===== config.mk =====
export PLATFORM = sky130hd
export DESIGN_NAME = intreqw
export DESIGN_NICKNAME = d
export VERILOG_FILES = /design/src/rtl/intreqw_pkg.sv /design/src/rtl/intreqw_ide_int_sync.sv /design/src/rtl/intreqw.sv
export SDC_FILE = /design/constraint.sdc
export NUM_CORES = 1
export LEC_CHECK = 0
export CORE_MARGIN = 4
export CORE_UTILIZATION = 29
export DETAILED_ROUTE_END_ITERATION = 10
export PLACE_DENSITY = 0.78
export SLEW_MARGIN = 20
export SYNTH_ARGS = -nofsm -noshare
export SYNTH_HDL_FRONTEND = slang
export SYNTH_SLANG_ARGS = --single-unit

===== constraint.sdc =====
create_clock -name CLK -period 2 [get_ports CLK]
set_clock_uncertainty 0.2 [all_clocks]
set_input_delay 0.3 -clock CLK [delete_from_list [all_inputs] [get_ports CLK]]
set_output_delay 0.3 -clock CLK [all_outputs]
set_load 0.01 [all_outputs]

===== src/rtl/intreqw_pkg.sv =====
// Shared constants and FSM state type for the INTREQ write interceptor.
package intreqw_pkg;

  localparam logic [31:0] INTREQ_ADDR = 32'h00DF_F09C;
  localparam logic [31:0] INTENA_ADDR = 32'h00DF_F09A;

  localparam int unsigned SETCLR = 15;
  localparam int unsigned INTEN  = 14;
  localparam int unsigned PORTS  = 3;

  typedef enum logic [1:0] {
    StIdle,
    StWaitAck,
    StCapture,
    StHold
  } state_e;

endpackage


===== src/rtl/intreqw_ide_int_sync.sv =====
// Two-flop synchronizer for the raw IDE INTRQ line with a rising-edge detector.
module ide_int_sync (
  input  logic clk,
  input  logic rst,
  input  logic async_in,
  output logic rise
);

  logic s1_q, s2_q, s3_q;

  always_ff @(posedge clk or posedge rst) begin
    if (rst) begin
      s1_q <= 1'b0;
      s2_q <= 1'b0;
      s3_q <= 1'b0;
    end else begin
      s1_q <= async_in;
      s2_q <= s1_q;
      s3_q <= s2_q;
    end
  end

  // s3_q only remembers the previous synchronized level for edge detection.
  assign rise = s2_q & ~s3_q;

endmodule


===== src/rtl/intreqw.sv =====
// Snoops CPU writes to INTREQ and maintains the IDE pending latch and INT2 output.
// Define INTENA_SHADOW_EN to also track INTENA (INTEN/PORTS) and gate INT2 with it.
module intreqw
  import intreqw_pkg::*;
#(
  parameter int unsigned DTACK_SAMPLES = 2
) (
  input  logic        CLK,
  input  logic        RESET,
  input  logic [31:0] A,
  input  logic [15:0] D,
  input  logic        AS20,
  input  logic        RW20,
  input  logic        DTACK,
  input  logic        IDEINT,
  output logic        INT2,
  output logic        PENDING,
  output logic        WRCYCLE
);

  localparam logic [2:0] DtackLast = 3'(DTACK_SAMPLES - 1);

  state_e     state_q, state_d;
  logic [2:0] cnt_q, cnt_d;
  logic       pending_q, pending_d;
  logic       int2_q;
  logic       ide_rise;
  logic       hit_intreq, hit_intena;
  logic       capture, cap_intreq;
  logic       int_cond;
  logic       unused_bits;

  assign unused_bits = ^{A[0], D[14:4], D[2:0]};

  ide_int_sync u_sync (
    .clk      (CLK),
    .rst      (RESET),
    .async_in (IDEINT),
    .rise     (ide_rise)
  );

  assign hit_intreq = (A[31:1] == INTREQ_ADDR[31:1]) && !AS20 && !RW20;
`ifdef INTENA_SHADOW_EN
  assign hit_intena = (A[31:1] == INTENA_ADDR[31:1]) && !AS20 && !RW20;
`else
  assign hit_intena = 1'b0;
`endif

  always_comb begin
    state_d = state_q;
    cnt_d   = cnt_q;
    unique case (state_q)
      StIdle: begin
        if (hit_intreq || hit_intena) begin
          state_d = StWaitAck;
          cnt_d   = '0;
        end
      end
      StWaitAck: begin
        // A released strobe aborts before any DTACK sample is considered.
        if (AS20) begin
          state_d = StIdle;
        end else if (!DTACK) begin
          if (cnt_q == DtackLast) state_d = StCapture;
          else                    cnt_d   = cnt_q + 3'd1;
        end else begin
          cnt_d = '0;
        end
      end
      StCapture: state_d = StHold;
      StHold:    if (AS20) state_d = StIdle;
      default:   state_d = StIdle;
    endcase
  end

  always_ff @(posedge CLK or posedge RESET) begin
    if (RESET) begin
      state_q <= StIdle;
      cnt_q   <= '0;
    end else begin
      state_q <= state_d;
      cnt_q   <= cnt_d;
    end
  end

  assign capture = (state_q == StCapture);

`ifdef INTENA_SHADOW_EN
  logic tgt_ena_q, inten_q, inten_d, ports_q, ports_d;

  always_comb begin
    inten_d = inten_q;
    ports_d = ports_q;
    if (capture && tgt_ena_q) begin
      if (D[INTEN]) inten_d = D[SETCLR];
      if (D[PORTS]) ports_d = D[SETCLR];
    end
  end

  always_ff @(posedge CLK or posedge RESET) begin
    if (RESET) begin
      tgt_ena_q <= 1'b0;
      inten_q   <= 1'b0;
      ports_q   <= 1'b0;
    end else begin
      if (state_q == StIdle) tgt_ena_q <= hit_intena;
      inten_q <= inten_d;
      ports_q <= ports_d;
    end
  end

  assign cap_intreq = capture & ~tgt_ena_q;
  assign int_cond   = pending_q & ports_q & inten_q;
`else
  assign cap_intreq = capture;
  assign int_cond   = pending_q;
`endif

  always_comb begin
    pending_d = pending_q;
    if (cap_intreq && D[PORTS]) pending_d = D[SETCLR];
    // A fresh IDE edge wins over a simultaneous software clear.
    if (ide_rise) pending_d = 1'b1;
  end

  always_ff @(posedge CLK or posedge RESET) begin
    if (RESET) begin
      pending_q <= 1'b0;
      int2_q    <= 1'b1;
    end else begin
      pending_q <= pending_d;
      int2_q    <= ~int_cond;
    end
  end

  assign PENDING = pending_q;
  assign INT2    = int2_q;
  assign WRCYCLE = capture;

endmodule


Yosys cells after proc, flatten, opt, wreduce, memory -nomap -nowiden
Index checks and enable logic that the tools add are counted.
Cells by class
  bitwise gates (word level): 3
  reduce and logical (&&, ||, !) cells: 10
  equality and inequality tests: 11
  add/subtract/negate cells: 1
  multiplexer cells: 13
Operators with widths (number)
  equality test 31 x 23 -> 1 bit (second input constant): 1
  two-way mux 3 bit: 4
  two-way mux 2 bit: 5
  inequality test 3 bit (second input constant): 3
  one-hot mux 2 bit (4 select lines): 1
  AND reduction 4 bit: 2
  inequality test 2 bit (second input constant): 3
  one-hot mux 3 bit (2 select lines): 1
  equality test 2 bit (second input constant): 2
  nonzero test 2 bit: 2
  adder 3 x 1 -> 3 bit (second input constant): 1
  equality test 3 x 1 -> 1 bit (second input constant): 1
  logical AND 1 bit: 3
  equality test 2 x 1 -> 1 bit (second input constant): 1
  logical NOT 1 bit: 2
  logical NOT 2 bit: 1
  two-way mux 1 bit: 2
  inverter 1 bit: 2
  bitwise AND 1 bit: 1
Storage, ports and cells
  register bits after elaboration: 10
  word-level logic and storage cells: 45
  bits of input ports: 54

Depth between registers and ports, before layout
Gate-level depths: netlist of run 1.
  depth in word-level cells: 5
  mapped depth: 6
  mapped depth without buffers: 6

Cells and area by module
Synthesis of run 1 repeated with hierarchy kept, for this count alone.
Unflattened totals
  cells, all modules: 55
  area, all modules: 619.3 sq um
By module, submodules not included
  intreqw: sequential area each 176.4 sq um, times used 1, area an instance 526.8 sq um, cells each 50
  ide_int_sync: sequential area each 75.1 sq um, times used 1, area an instance 92.6 sq um, cells each 5

Least setup slack after synthesis of run 1
No wires, ideal clock.
  path type: input port to flip-flop
  start: in RW20
  end: reg cnt_q[0]
  path buffers: 0
  stages on the path: 4
  setup time: 128 ps
  data arrival time: 1419 ps
  setup slack: 253 ps
  path through: nand4b_1 -> or4_4 -> o41ai_2 -> o21bai_1
On the way
  longest elaborated chain between the ends: 4
RTL lines
  from (decl): line intreqw.sv:13  | input logic RW20,
  logical NOT 1 bit: line intreqw.sv:42  | assign hit_intreq = (A[31:1] == INTREQ_ADDR[31:1]) && !AS20 && !RW20;
  logical AND 1 bit: line intreqw.sv:42
  inequality test 2 bit (no source line)
  AND reduction 4 bit (no source line)
  to (signal assigned): line intreqw.sv:82  | cnt_q <= cnt_d;
  to (decl): line intreqw.sv:24  | logic [2:0] cnt_q, cnt_d;
Every way passes these cells.
A chain may end at the register's enable or synchronous reset.

Worst setup path after layout of run 1
  start: in A[15]
  end: reg cnt_q[2]
On the way
  longest elaborated chain between the ends: 5
RTL lines
  from (decl): line intreqw.sv:10  | input logic [31:0] A,
  equality test 31 x 23 -> 1 bit: line intreqw.sv:42
  logical AND 1 bit (2 in series): line intreqw.sv:42
  inequality test 2 bit (no source line)
  AND reduction 4 bit (no source line)
Every way passes these cells.

==> results of run 1 <==
-- cell usage after synthesis (2+ instances only) --
cell | instances | area, sq um
dfrtp_1 | 9 | 225
inv_1 | 7 | 26.3
nand2_1 | 4 | 15.0
a21oi_1 | 3 | 15.0
nand4b_1 | 3 | 26.3
o21ai_1 | 3 | 15.0
ha_1 | 2 | 25.0
nor2_1 | 2 | 7.51
nor2b_1 | 2 | 12.5
nor3_1 | 2 | 10.0
nor4b_1 | 2 | 17.5
-- cells by family after synthesis --
family                     after synthesis
and+or+nand+nor                         26
AOI/OAI and AO/OA                       12
DFF                                     10
buffers and inverters                    8
muxes                                    2
adders and majority gates                2
-- sequential cells by signal (all words and copies together) (netlist names), named ones only --
| signal | count |
|---|---|
| u_sync.s2_q | 1 |
| INT2 | 1 |
| state_q | 1 |
| u_sync.s1_q | 1 |
| cnt_q | 3 |
| PENDING | 1 |
| u_sync.s3_q | 1 |
-- metrics by stage --
step           setup TNS [ps]  area (sq um)  utilization  setup slack (ps)  hold slack (ps)
2_1_floorplan               0           593            -               253            -60.5
3_3_place_gp             -997          1060        0.538              -290              134
3_5_place_dp            -1090          1060        0.538              -320              135
4_1_cts                     0          1110        0.566              6.21              110
5_1_grt                     0          1130        0.575              21.7              135
6_report                    0          1130        0.575              77.8              107
-- critical path, stage by stage --
cell	delay, ps
clkdlybuf4s50_1	460
nand4b_1	100
or4_4	590
nor4_4	300
o221ai_2	120
-- power by group --
part | internal, uW | switching, uW | total, uW
Sequential | 265 | 61.7 | 327
Clock | 110 | 68.0 | 178
Combinational | 215 | 152 | 367
-- layout make-up --
type	count	area share
Inverter	7	0.0233
Clock buffer	4	0.0322
Tap cell	27	0.0299
Sequential cell	10	0.224
Timing Repair Buffer	44	0.386
Multi-Input combinational cell	42	0.305
-- what timing repair did --
item	4_1_cts	5_1_grt
pin swaps	1	4
setup endpoints to repair	4	2
resized for setup	3	3
endpoints found under the hold margin	0	0
-- cell usage in the layout, fill, tap and decap left out, types with 3 or more instances in the layout --
| cell type | n |
|---|---|
| buf_4 | 3 |
| clkbuf_4 | 3 |
| dfrtp_1 | 8 |
| o21ai_1 | 3 |
| clkdlybuf4s50_1 | 40 |
| nand4b_1 | 3 |
| a21oi_1 | 3 |
| inv_1 | 7 |
| nand2_1 | 4 |
-- per-layer routing --
layer / global-route usage / part of all wire / vias up / wire length, um
met2: 0.239 / 0.49 / 25 / 857
li1: - / - / 316 / -
met5: 0 / 0 / - / 0
met4: 0.0255 / 0 / 0 / 0
met1: 0.147 / 0.40 / 287 / 703
met3: 0.0535 / 0.11 / 0 / 193
-- path summary, 6_finish.rpt --
path,slack (ps),from,depth (start not counted),to
setup / recovery,80,A[15],5,cnt_q[2]
hold / removal,110,RESET,2,state_q[0]
setup reg to reg,200,cnt_q[0],5,cnt_q[0]
hold reg to reg,150,u_sync.s1_q,0,u_sync.s2_q
max in group asynchronous,1180,RESET,2,INT2
min in group CLK,150,u_sync.s1_q,0,u_sync.s2_q
==> results.py, run 1 <==
metrics = {
    "run": {
        "drv_cap": 0,
    },
    "logic_synthesis": {
        "synth_area_sq_um": 593,
        "synth_xor_area_frac": 0,
        "synth_compound_area_frac": 0.146,
        "ys_types": 32,
        "synth_async_sr_flop_share": 1.00,
        "synth_mux_area_frac": 0.0359,
        "ys_seq_area_frac": 0.424,
        "synth.avg_cell_area_sq_um": 9.88,
        "ys_ff_latch": 10,
        "synth_cells": 60,
        "synth_nets": 116,
        "synth-main-ff-cell": "dfrtp_1",
        "synthSimpleGateAreaFrac": 0.302,
        "synth_top_family_by_area": "simple AND/OR/NAND/NOR gates",
        "synthAdderAreaFrac": 0.0422,
        "synth_edf_count": 0,
        "synth_warnings": 0,
    },
    "place": {
        "dpl.hpwl_um": 1470,
        "gp_congestion": 0.697,
        "dp.cells": 130,
        "port_buffers": 41,
    },
    "grt": {
        "grt_use_total": 0.134,
        "grt_max_degree": 11,
        "antenna_found_initial": 0,
        "grt_pass1_wl_um": 2750,
        "grt_overflow": 0,
        "grt_pass1_vias": 611,
    },
    "floorplan": {
        "start_util": 0.302,
        "dieWidth_um": 53.2,
        "coreArea_sq_um": 1960,
        "ios": 57,
        "fp.dieH_um": 53.2,
        "fp-row-count": 16,
        "dieArea_sq_um": 2830,
    },
    "cells_and_area": {
        "diodes": 0,
        "nFillCells": 185,
        "syn_to_final_growth_pct": 90.3,
        "multi_input_area_sq_um": 344,
        "regArea_sq_um": 253,
        "finalNonFillerCells": 134,
        "drive_gt1_frac": 0.150,
        "layout.nets": 164,
    },
    "cts": {
        "clkTransAtPathRegs_ps": 70,
        "clockRootBuffer": "clkbuf_4",
        "clkSinkCount": 10,
        "cts_buffers": 3,
        "post-cts-setup-buffers": 0,
        "cts_tree": "yes",
        "clockBufferDepth": 2,
        "postCtsHoldBufs": 0,
        "htreeDepth": 1,
        "clock_latency_ps": 260,
    },
    "worst_hold_path": {
        "hold_class": "in -> async",
    },
    "setup_path": {
        "critPathCaptureType": "register",
        "cp.arrival_ps": 1860,
        "worst_ep_required_time_ps": 1940,
        "cp_max_fo": 3,
        "worstSetupPathType": "in -> reg",
        "start_kind": "primary input",
    },
    "timing": {
        "post-route-period-util": 0.961,
        "tightest_slew_ps": 441,
        "fin_crit_ps": 1920,
        "setup_viol_count_final": 0,
        "slew_headroom": 0.705,
        "grt_setup_unrepaired": "yes",
        "finalMaxSlewViolations": 0,
        "finalHoldViolCount": 0,
        "fmax_mhz": 520,
    },
    "power": {
        "power_uw": 873,
        "vdd_drop_max_uv": 619,
        "p_per_area_nw_per_um2": 773,
        "leakagePower_uw": 0.000487,
    },
    "route": {
        "remaining_drc_errors": 0,
        "vias": 628,
        "final_antenna_net_count": 0,
        "wl_um": 1750,
        "detail_route.wl_per_cell_um": 13.1,
        "first_pass_iters": 2,
        "via_per_inst": 4.69,
        "first_iter_violations": 4,
    },
    "outcome": {
        "status": "complete, no violations",
    },
}
Power figures use the tool's default switching activity.
==> run 2, diff against run 1 <==
--- a/config.mk
+++ b/config.mk
@@ -13,3 +13,4 @@
 export SYNTH_ARGS = -nofsm -noshare
 export SYNTH_HDL_FRONTEND = slang
 export SYNTH_SLANG_ARGS = --single-unit
+export TNS_END_PERCENT = 1
==> results of run 2 <==
The final DEF is identical to that of run 1; final timing and power are the same.
==> run 3, diff against run 2 <==
--- a/config.mk
+++ b/config.mk
@@ -9,7 +9,6 @@
 export CORE_UTILIZATION = 29
 export DETAILED_ROUTE_END_ITERATION = 10
 export PLACE_DENSITY = 0.78
-export SLEW_MARGIN = 20
 export SYNTH_ARGS = -nofsm -noshare
 export SYNTH_HDL_FRONTEND = slang
 export SYNTH_SLANG_ARGS = --single-unit
==> results of run 3 <==
The final DEF is identical to that of run 1; final timing and power are the same.
